$ cat src/rtl/booth_radix4_multiplier_if.sv
// Request/result bundle for the radix-4 Booth multiplier.
// The master drives operands and start. The slave returns the product and status.
interface booth_radix4_multiplier_if #(
  parameter int unsigned WIDTH = 16
);
  logic               start;
  logic               signed_mode;
  logic [WIDTH-1:0]   multiplicand;
  logic [WIDTH-1:0]   multiplier;
  logic [2*WIDTH-1:0] op;
  logic               busy;
  logic               read;

  modport master (
    output start, signed_mode, multiplicand, multiplier,
    input  op, busy, read
  );

  modport slave (
    input  start, signed_mode, multiplicand, multiplier,
    output op, busy, read
  );
endinterface

$ cat src/rtl/booth_radix4_multiplier.sv
// Sequential radix-4 Booth multiplier that retires two multiplier bits per clock.
// Latency is fixed and independent of the data. Signed or unsigned mode is chosen per operation.
module booth_radix4_multiplier #(
  parameter int unsigned WIDTH = 16
) (
  input  logic                     clk_in,
  input  logic                     mrst,
  booth_radix4_multiplier_if.slave bus
);
  localparam int unsigned EW    = WIDTH + 2;
  localparam int unsigned NSTEP = EW / 2;
  localparam int unsigned AW    = EW + 1;
  localparam int unsigned TW    = AW + EW + 1;
  localparam int unsigned PW    = 2 * WIDTH;
  localparam int unsigned SW    = $clog2(NSTEP + 1);

  typedef enum logic [1:0] {IDLE, RUN, DONE} state_t;

  state_t          state;
  logic [AW-1:0]   acc;
  logic [EW-1:0]   q_reg;
  logic [EW-1:0]   m_reg;
  logic            q_m1;
  logic [SW-1:0]   step;

  logic [AW-1:0]   m1_c;
  logic [AW-1:0]   m2_c;
  logic [AW-1:0]   addend_c;
  logic [AW-1:0]   sum_c;
  logic signed [TW-1:0] shifted_c;
  logic [AW-1:0]   acc_next_c;
  logic [EW-1:0]   q_next_c;
  logic            q_m1_next_c;
  logic [EW-1:0]   m_ext_c;
  logic [EW-1:0]   q_ext_c;

  // Operand extension: sign bits only in signed mode. The two extra bits keep the width even.
  always_comb begin
    m_ext_c = {{2{bus.signed_mode & bus.multiplicand[WIDTH-1]}}, bus.multiplicand};
    q_ext_c = {{2{bus.signed_mode & bus.multiplier[WIDTH-1]}}, bus.multiplier};
  end

  // One Booth step: recode the triplet, add to A, then arithmetic-shift {A,Q,Q-1} right by two.
  always_comb begin
    m1_c     = {m_reg[EW-1], m_reg};
    m2_c     = {m_reg, 1'b0};
    addend_c = '0;
    case ({q_reg[1:0], q_m1})
      3'b001, 3'b010: addend_c = m1_c;
      3'b011:         addend_c = m2_c;
      3'b100:         addend_c = AW'(0) - m2_c;
      3'b101, 3'b110: addend_c = AW'(0) - m1_c;
      default:        addend_c = '0;
    endcase
    sum_c     = acc + addend_c;
    shifted_c = $signed({sum_c, q_reg, q_m1}) >>> 2;
    {acc_next_c, q_next_c, q_m1_next_c} = shifted_c;
  end

  always_ff @(posedge clk_in) begin
    if (mrst) begin
      state    <= IDLE;
      acc      <= '0;
      q_reg    <= '0;
      m_reg    <= '0;
      q_m1     <= 1'b0;
      step     <= '0;
      bus.op   <= '0;
      bus.busy <= 1'b0;
      bus.read <= 1'b0;
    end else begin
      case (state)
        IDLE, DONE: begin
          bus.read <= 1'b0;
          if (bus.start) begin
            state    <= RUN;
            acc      <= '0;
            q_reg    <= q_ext_c;
            m_reg    <= m_ext_c;
            q_m1     <= 1'b0;
            step     <= '0;
            bus.busy <= 1'b1;
          end else begin
            state    <= IDLE;
            bus.busy <= 1'b0;
          end
        end
        RUN: begin
          acc   <= acc_next_c;
          q_reg <= q_next_c;
          q_m1  <= q_m1_next_c;
          step  <= step + SW'(1);
          // The last step commits the product straight from the adder output.
          if (step == SW'(NSTEP - 1)) begin
            state    <= DONE;
            bus.op   <= PW'({acc_next_c, q_next_c});
            bus.busy <= 1'b0;
            bus.read <= 1'b1;
          end
        end
        default: begin
          state    <= IDLE;
          bus.busy <= 1'b0;
          bus.read <= 1'b0;
        end
      endcase
    end
  end
endmodule

$ cat src/flat_wrapper.sv
// flat-port wrapper written by rule: the top's interface ports become plain ports
module booth_radix4_multiplier_flat 
#(
  parameter int unsigned WIDTH = 16
)
  (clk_in, mrst, bus_start, bus_signed_mode, bus_multiplicand, bus_multiplier, bus_op, bus_busy, bus_read);
  booth_radix4_multiplier_if #(.WIDTH(WIDTH)) bus_i ();
  input  logic clk_in;
  input  logic mrst;
  input wire logic [$bits(bus_i.start)-1:0] bus_start;
  input wire logic [$bits(bus_i.signed_mode)-1:0] bus_signed_mode;
  input wire logic [$bits(bus_i.multiplicand)-1:0] bus_multiplicand;
  input wire logic [$bits(bus_i.multiplier)-1:0] bus_multiplier;
  output wire logic [$bits(bus_i.op)-1:0] bus_op;
  output wire logic [$bits(bus_i.busy)-1:0] bus_busy;
  output wire logic [$bits(bus_i.read)-1:0] bus_read;
  assign bus_i.start = bus_start;
  assign bus_i.signed_mode = bus_signed_mode;
  assign bus_i.multiplicand = bus_multiplicand;
  assign bus_i.multiplier = bus_multiplier;
  assign bus_op = bus_i.op;
  assign bus_busy = bus_i.busy;
  assign bus_read = bus_i.read;
  booth_radix4_multiplier #(.WIDTH(WIDTH)) u_core (.clk_in(clk_in), .mrst(mrst), .bus(bus_i));
endmodule
$ cat config.mk
export PLATFORM = sky130hd
export DESIGN_NAME = booth_radix4_multiplier_flat
export DESIGN_NICKNAME = d
export VERILOG_FILES = /design/src/rtl/booth_radix4_multiplier_if.sv /design/src/rtl/booth_radix4_multiplier.sv /design/src/flat_wrapper.sv
export SDC_FILE = /design/constraint.sdc
export NUM_CORES = 1
export LEC_CHECK = 0
export CAP_MARGIN = 20
export CORE_ASPECT_RATIO = 0.7
export CORE_UTILIZATION = 60
export DETAILED_ROUTE_END_ITERATION = 12
export GPL_ROUTABILITY_DRIVEN = 0
export HOLD_SLACK_MARGIN = 0.02
export PLACE_DENSITY = 0.86
export SLEW_MARGIN = 0
export SYNTH_ARGS = -nofsm -noshare
export SYNTH_HDL_FRONTEND = slang
export SYNTH_SLANG_ARGS = --single-unit
$ cat constraint.sdc
create_clock -name clk_in -period 6.8 [get_ports clk_in]
set_input_delay 0.68 -clock clk_in [delete_from_list [all_inputs] [get_ports clk_in]]
set_output_delay 0.68 -clock clk_in [all_outputs]
set_load 0.01 [all_outputs]
==> results of run 1 <==
[worst max-delay path, delay by kind of cell (launching register included)]
family / cells / cell delay, ns
and+or+nand+nor: 4 / 0.94
xor gates and xnor gates: 1 / 0.21
adders and majority gates: 1 / 0.33
AOI/OAI and AO/OA: 7 / 1.36
DFF: 1 / 0.94
buffers and inverters: 1 / 0.42
[through the flow]
step | hold slack [ns] | util [%]
after floorplan | 0.432 | -
after global placement | 0.441 | 72.1
after detailed placement | 0.446 | 72.1
after CTS | 0.455 | 75.9
after global routing | 0.478 | 75.9
final | 0.454 | 75.9
[worst paths after layout]
check | startpoint | end | slack, ns | depth (start not counted)
max | u_core.q_reg[0] | u_core.bus.op[28] | 2.53 | 14
min | u_core.bus.op[16] | u_core.bus.op[16] | 0.45 | 2
min reg2reg | u_core.bus.op[16] | u_core.bus.op[16] | 0.45 | 2
max reg2reg | u_core.q_reg[0] | u_core.bus.op[28] | 2.53 | 14
[cells in the mapped netlist (3+ instances only)]
cell        n  area share [%]
a211oi_1    5            0.73
a21o_1      4            0.58
a21oi_1    95             9.2
a221o_1     5            0.97
a221oi_1    5            0.85
a22o_1     14             2.4
a22oi_1    22             3.2
a31oi_1     6            0.73
buf_1       5            0.36
clkbuf_1   45             3.3
dfxtp_1    92              36
ha_1       21             5.1
inv_1      11            0.80
mux2_2      4            0.87
mux2i_1     3            0.58
nand2_1   143              10
nand2b_1    4            0.48
nand3_1     9            0.87
nand4_1     3            0.36
nor2_1     44             3.2
nor2b_1     8            0.97
nor3_1     10            0.97
nor3b_1     3            0.44
nor4_1      4            0.48
o211ai_1    8             1.2
o21ai_0    20             1.9
xnor2_1    20             3.4
xor2_1     15             2.5
[kinds of logic (layout without fill, tap and decap cells)]
family | count (synthesis) | count (layout)
buffers and inverters | 62 | 104
adders and majority gates | 22 | 22
AOI/OAI and AO/OA | 206 | 206
xor gates and xnor gates | 36 | 36
DFF | 92 | 92
and+or+nand+nor | 244 | 244
muxes | 7 | 7
[per-layer routing]
layer	up-vias	routed length, um	part of all wire (%)
li1	2422	-	-
met1	2351	6050	44
met2	270	6160	45
met3	36	1240	9.0
met4	0	259	1.9
met5	-	0	0
[report_power, final]
group	internal, uW	switching, uW	leakage, uW	total (uW)
Sequential	557	31.2	0.000747	588
Combinational	97.5	137	0.00139	234
Clock	306	214	0.000153	520
Total	961	382	0.00229	1340
[final cells by class]
type                       instances  area, um2
multi-input combinational        515       3090
fill                             635       1950
sequential                        92       1840
timing repair buffer              77        746
clock buffer                      11        253
tap                              101        126
clock inverter                     5       58.8
inverter                          11       41.3
==> metrics.txt, run 1 <==
largest net degree at the start of global routing 78; dpl ws 2.70 ns; Post-synth EDFFs 0; vias in the first global route 4687; final worst path period share 62.8%; max-slew violations 0; clock skew 0.00893 ns; Ant. Diodes 0; Cell variety after synth 60; Post-Syn Area 0.00516 mm2; leakage 0.00229 uW; Critical Path RT 7.08 ns; Clock Latency Late Sink between 0.3 and 0.4 ns; Yosys reg bits a little over 90; remaining antenna violation count 0; TritonCTS clock tree done; commonest cells after routing, fill and taps aside nand2_1 (143), a21oi_1 (95), dfxtp_1 (92); result of the run completed; Die Area 0.00899 mm2; worst min path class reg -> reg; Synth Area in Compound Gates 25.2%; GR Util met3 7.90%; Mapped Nets 727; post-route insts no fill around 800; Buffers on Ports 69; worst-path cell chain inv_1 -> nor2_1 -> nor2_1 -> nor2b_1 -> a22oi_1 -> o21ai_0 -> ha_1 -> a21oi_1 -> o211ai_1 -> a21boi_0 -> o21ai_0 -> xor2_1 -> nand2_1 -> a21oi_1; largest family of logic cells by synthesized area compound AO/OA/AOI/OAI gates; post-DP HPWL 9.49 mm; Die Ht 79.6 um; yosys warns 0; adder-cell area share of the yosys netlist 5.47%; synthesized area per cell 7.72 um2; ys flop type dfxtp_1; most common cell after layout, fill and taps aside nand2_1; RSZ-0062 raised after global routing no; Critical Path End Type register; Worst Path Arrival 4.55 ns; GRT Util Overall 31.5%; Max stage delay on crit path 0.94 ns; gr ovfl total 0; via density per instance 6.25; fin worst setup slack 2.53 ns; Reg clk slew, reported paths around 0.070 ns; share of post-route cells with drive strength above 1 under 10%; CTS buffer count 9; busiest grt layer met2; max FFs per register 32; Worst setup SP type register; Setup Buffers After CTS 0; mux cell area share after synthesis about 1.5%; worst slew pin tran 0.949 ns; xor and xnor fraction of the mapped netlist area 6.25%; overall routed net length 13.7 mm; design area just over 0.006 mm2; Synth Instances 669; Post-synth ARST share 0%; crit path kind reg -> reg; Placed Cells a little under 800; post-synthesis sequential area ratio 35.7%; Synth Area in Simple Gates around a fifth; DRC 0; Worst path slowest cell dfxtp_1; met2 usage ~50%; first-pass GRT wire length 22.3 mm; via count 5079; initial DRC count 443; met1 global-route usage between 40% and 50%; CTS Sinks 92; drt wl/cell 16.9 um; final setup vio count 0; post-layout min period 4.27 ns; drt first pass iters 7; CP max FO 28; Peak Freq 234 MHz; setup TNS 0 ns; hold_buf cts 0; final hold vios 0; initial antenna violation count 0; Max-Slew Margin vs Limit between 30 and 40%; Longest Clk Path Bufs 2; Final Power 1340 uW; Pwr Density 218 mW/mm2; row cnt 27; io pins 70; maxcap violations 0; core area slightly above 0.008 mm2; Placed Instance Area about 0.0058 mm2; initial core utilization 63.7%; Die X 113 um; area delta synth->final 19.2%; Peak VDD IR 0.157 mV; post_cts resized 0; CTS H-tree depth 3; root buffer cell clkbuf_16; Final nets 764
No activity file was read; power rests on OpenSTA's default activity.
==> run 2, diff against run 1 <==
--- a/config.mk
+++ b/config.mk
@@ -7,11 +7,11 @@
 export LEC_CHECK = 0
 export CAP_MARGIN = 20
 export CORE_ASPECT_RATIO = 0.7
-export CORE_UTILIZATION = 60
+export CORE_UTILIZATION = 50
 export DETAILED_ROUTE_END_ITERATION = 12
 export GPL_ROUTABILITY_DRIVEN = 0
 export HOLD_SLACK_MARGIN = 0.02
-export PLACE_DENSITY = 0.86
+export PLACE_DENSITY = 0.77
 export SLEW_MARGIN = 0
 export SYNTH_ARGS = -nofsm -noshare
 export SYNTH_HDL_FRONTEND = slang
==> constraint.sdc (replaced) <==
create_clock -name clk_in -period 3.5 [get_ports clk_in]
set_input_delay 0.35 -clock clk_in [delete_from_list [all_inputs] [get_ports clk_in]]
set_output_delay 0.35 -clock clk_in [all_outputs]
set_load 0.01 [all_outputs]
==> run 2 against run 1 <==
First-iteration DRC count is 16% higher; fmax is 25% higher; setup slack worse by 2.5 ns; sequential power is 92% higher; critical path type unchanged.
==> metrics.txt, run 2 (synthesis gave the netlist of run 1 again) <==
CP max FO 6; DRC 0; Crit Reg-Reg Startpoint u_core.m_reg[1]; initial core utilization between 50% and 60%; Peak Freq 292 MHz; Max-Slew Margin vs Limit about 39%; fin worst setup slack 0.0771 ns; Final nets 798; critical hold path startpoint mrst; drt wl/cell 16.2 um; vias in the first global route 4599; result of the run completed; Worst setup SP type register; crit path kind reg -> reg; TritonCTS clock tree done; Worst Path Arrival 3.70 ns; share of post-route cells with drive strength above 1 14.2%; Critical Path Most Common Cell a21oi_2; Pwr Density 403 mW/mm2; CTS Sinks approximately 90; io pins 70; hold path depth 2; worst min path class in -> reg; core area 0.00987 mm2; post-layout min period 3.42 ns; dpl ws -0.00897 ns; Reg-to-Reg End u_core.bus.op[30]; Worst path slowest cell or4_4; area delta synth->final 27.7%; post-DP HPWL 9.82 mm; Fillers just over 800; Buffers on Ports 69; drt first pass iters 5; worst slew pin tran between 0.9 and 1 ns; remaining antenna violation count 0; CTS buffer count 9; worst-path cell chain or4_4 -> nor2_2 -> nand2_2 -> nor3_2 -> xnor2_1 -> a221oi_2 -> a21oi_2 -> ha_4 -> buf_4 -> a21oi_4 -> o211ai_1 -> a21o_1 -> a21oi_2 -> xnor2_2 -> nand2_1 -> a21oi_1; clock skew between 0.009 and 0.01 ns; largest net degree at the start of global routing 54; first-pass GRT wire length 21.9 mm; Ant. Diodes 0; max FFs per register 32; Clock Latency Late Sink 0.35 ns; CP delay by family, top compound AO/OA/AOI/OAI gates; R2R cell count 16; leakage 0.00248 uW; GRT Util Overall 26.0%; RSZ-0062 raised after global routing yes; overall routed net length about 14 mm; Critical Path End Type register; Die X 123 um; gr ovfl total 0; final hold vios 0; Critical Path RT 3.78 ns; via count roughly 5.1k; Die Ht 87.0 um; most common cell after layout, fill and taps aside nand2_1; Peak VDD IR 0.256 mV; hold_buf cts 0; commonest cells after routing, fill and taps aside nand2_1 (139), a21oi_1 (92), dfxtp_1 (90); max-slew violations 0; CTS H-tree depth 3; final setup vio count 0; Reg clk slew, reported paths about 0.070 ns; minimum hold slack between 0.4 and 0.5 ns; root buffer cell clkbuf_16; initial antenna violation count 0; Crit path buffers/inverters 1; via density per instance 5.90; maxcap violations 0; Die Area 0.0107 mm2; WHS Endpoint u_core.step[2]; row cnt 30; final worst path period share 97.8%; initial DRC count around 520; Max stage delay on crit path 0.55 ns; Longest Clk Path Bufs 2; flop-to-flop setup slack 0.08 ns
-- run 2: cell types whose count changed in the layout (fill, tap and decap cells not counted), moves of 3 or more --
cell     delta
ha_1        -4
o21ai_0     -4
o21ai_1     +3
nand2_2     +4
a21oi_1     -3
nand2_1     -4
buf_4      +34
-- run 2: through the flow --
stage,setup TNS [ns],utilization (%),instance area [um2],power [uW],instances
6_report,0,66.8,6600,2660,873
5_1_grt,-0.543,66.8,6600,2770,873
4_1_cts,0,64.7,6390,2610,866
3_5_place_dp,-0.00897,61.6,6080,1630,850
3_3_place_gp,0,61.6,6080,1610,850
2_1_floorplan,0,-,5160,1470,669
-- run 2: final cells by class --
type	count	area [um2]	share of cell area, %
inverter	11	41.3	0.626
multi-input combinational	515	3250	49.3
sequential	92	1840	28.0
tap	128	160	2.43
clock buffer	9	225	3.41
timing repair buffer	111	1000	15.2
clock inverter	7	73.8	1.12
-- run 2: metal layers --
layer | part of all wire [%] | wire [um] | track usage [%] | vias to the layer above
li1 | - | - | - | 2492
met1 | 47 | 6590 | 35.9 | 2414
met2 | 44 | 6280 | 40.2 | 221
met3 | 7.6 | 1080 | 7.00 | 20
met4 | 1.2 | 176 | 6.46 | 0
met5 | 0 | 0 | 0 | -
-- run 2: how the worst max path moves through the flow --
stage,startpoint,to,slack (ns),cells past startpoint
2_1_floorplan,u_core.m_reg[0],u_core.acc[17],0.07,17
4_1_cts,u_core.m_reg[1],u_core.acc[17],0.008,15
3_5_place_dp,u_core.m_reg[1],u_core.acc[17],-0.009,15
5_1_grt,u_core.m_reg[0],u_core.bus.op[29],-0.11,17
6_report,u_core.m_reg[1],u_core.bus.op[30],0.08,16
3_3_place_gp,u_core.m_reg[0],u_core.acc[17],0.10,17
-- run 2: worst register-to-register path: stages (launching register included) --
cell and delay [ns]:
dfxtp_2 0.34, or4_4 0.55, nor2_2 0.13, nand2_2 0.09, nor3_2 0.21, xnor2_1 0.12
a221oi_2 0.29, a21oi_2 0.09, ha_4 0.28, buf_4 0.15, a21oi_4 0.16, o211ai_1 0.15
a21o_1 0.21, a21oi_2 0.19, xnor2_2 0.15, nand2_1 0.09, a21oi_1 0.17
-- run 2: what timing repair did --
item                                    4_1_cts  5_1_grt
endpoints found under the setup margin        1       17
resized for setup                             1       37
pin swaps                                     0       19
setup buffers                                 0        7
-- run 2: power breakdown --
part / total [uW] / switching, uW / internal [uW] / leakage [uW]
sequential: 1130 / 45.7 / 1080 / 0.000748
combinational: 542 / 301 / 240 / 0.00159
clock: 991 / 434 / 557 / 0.000146
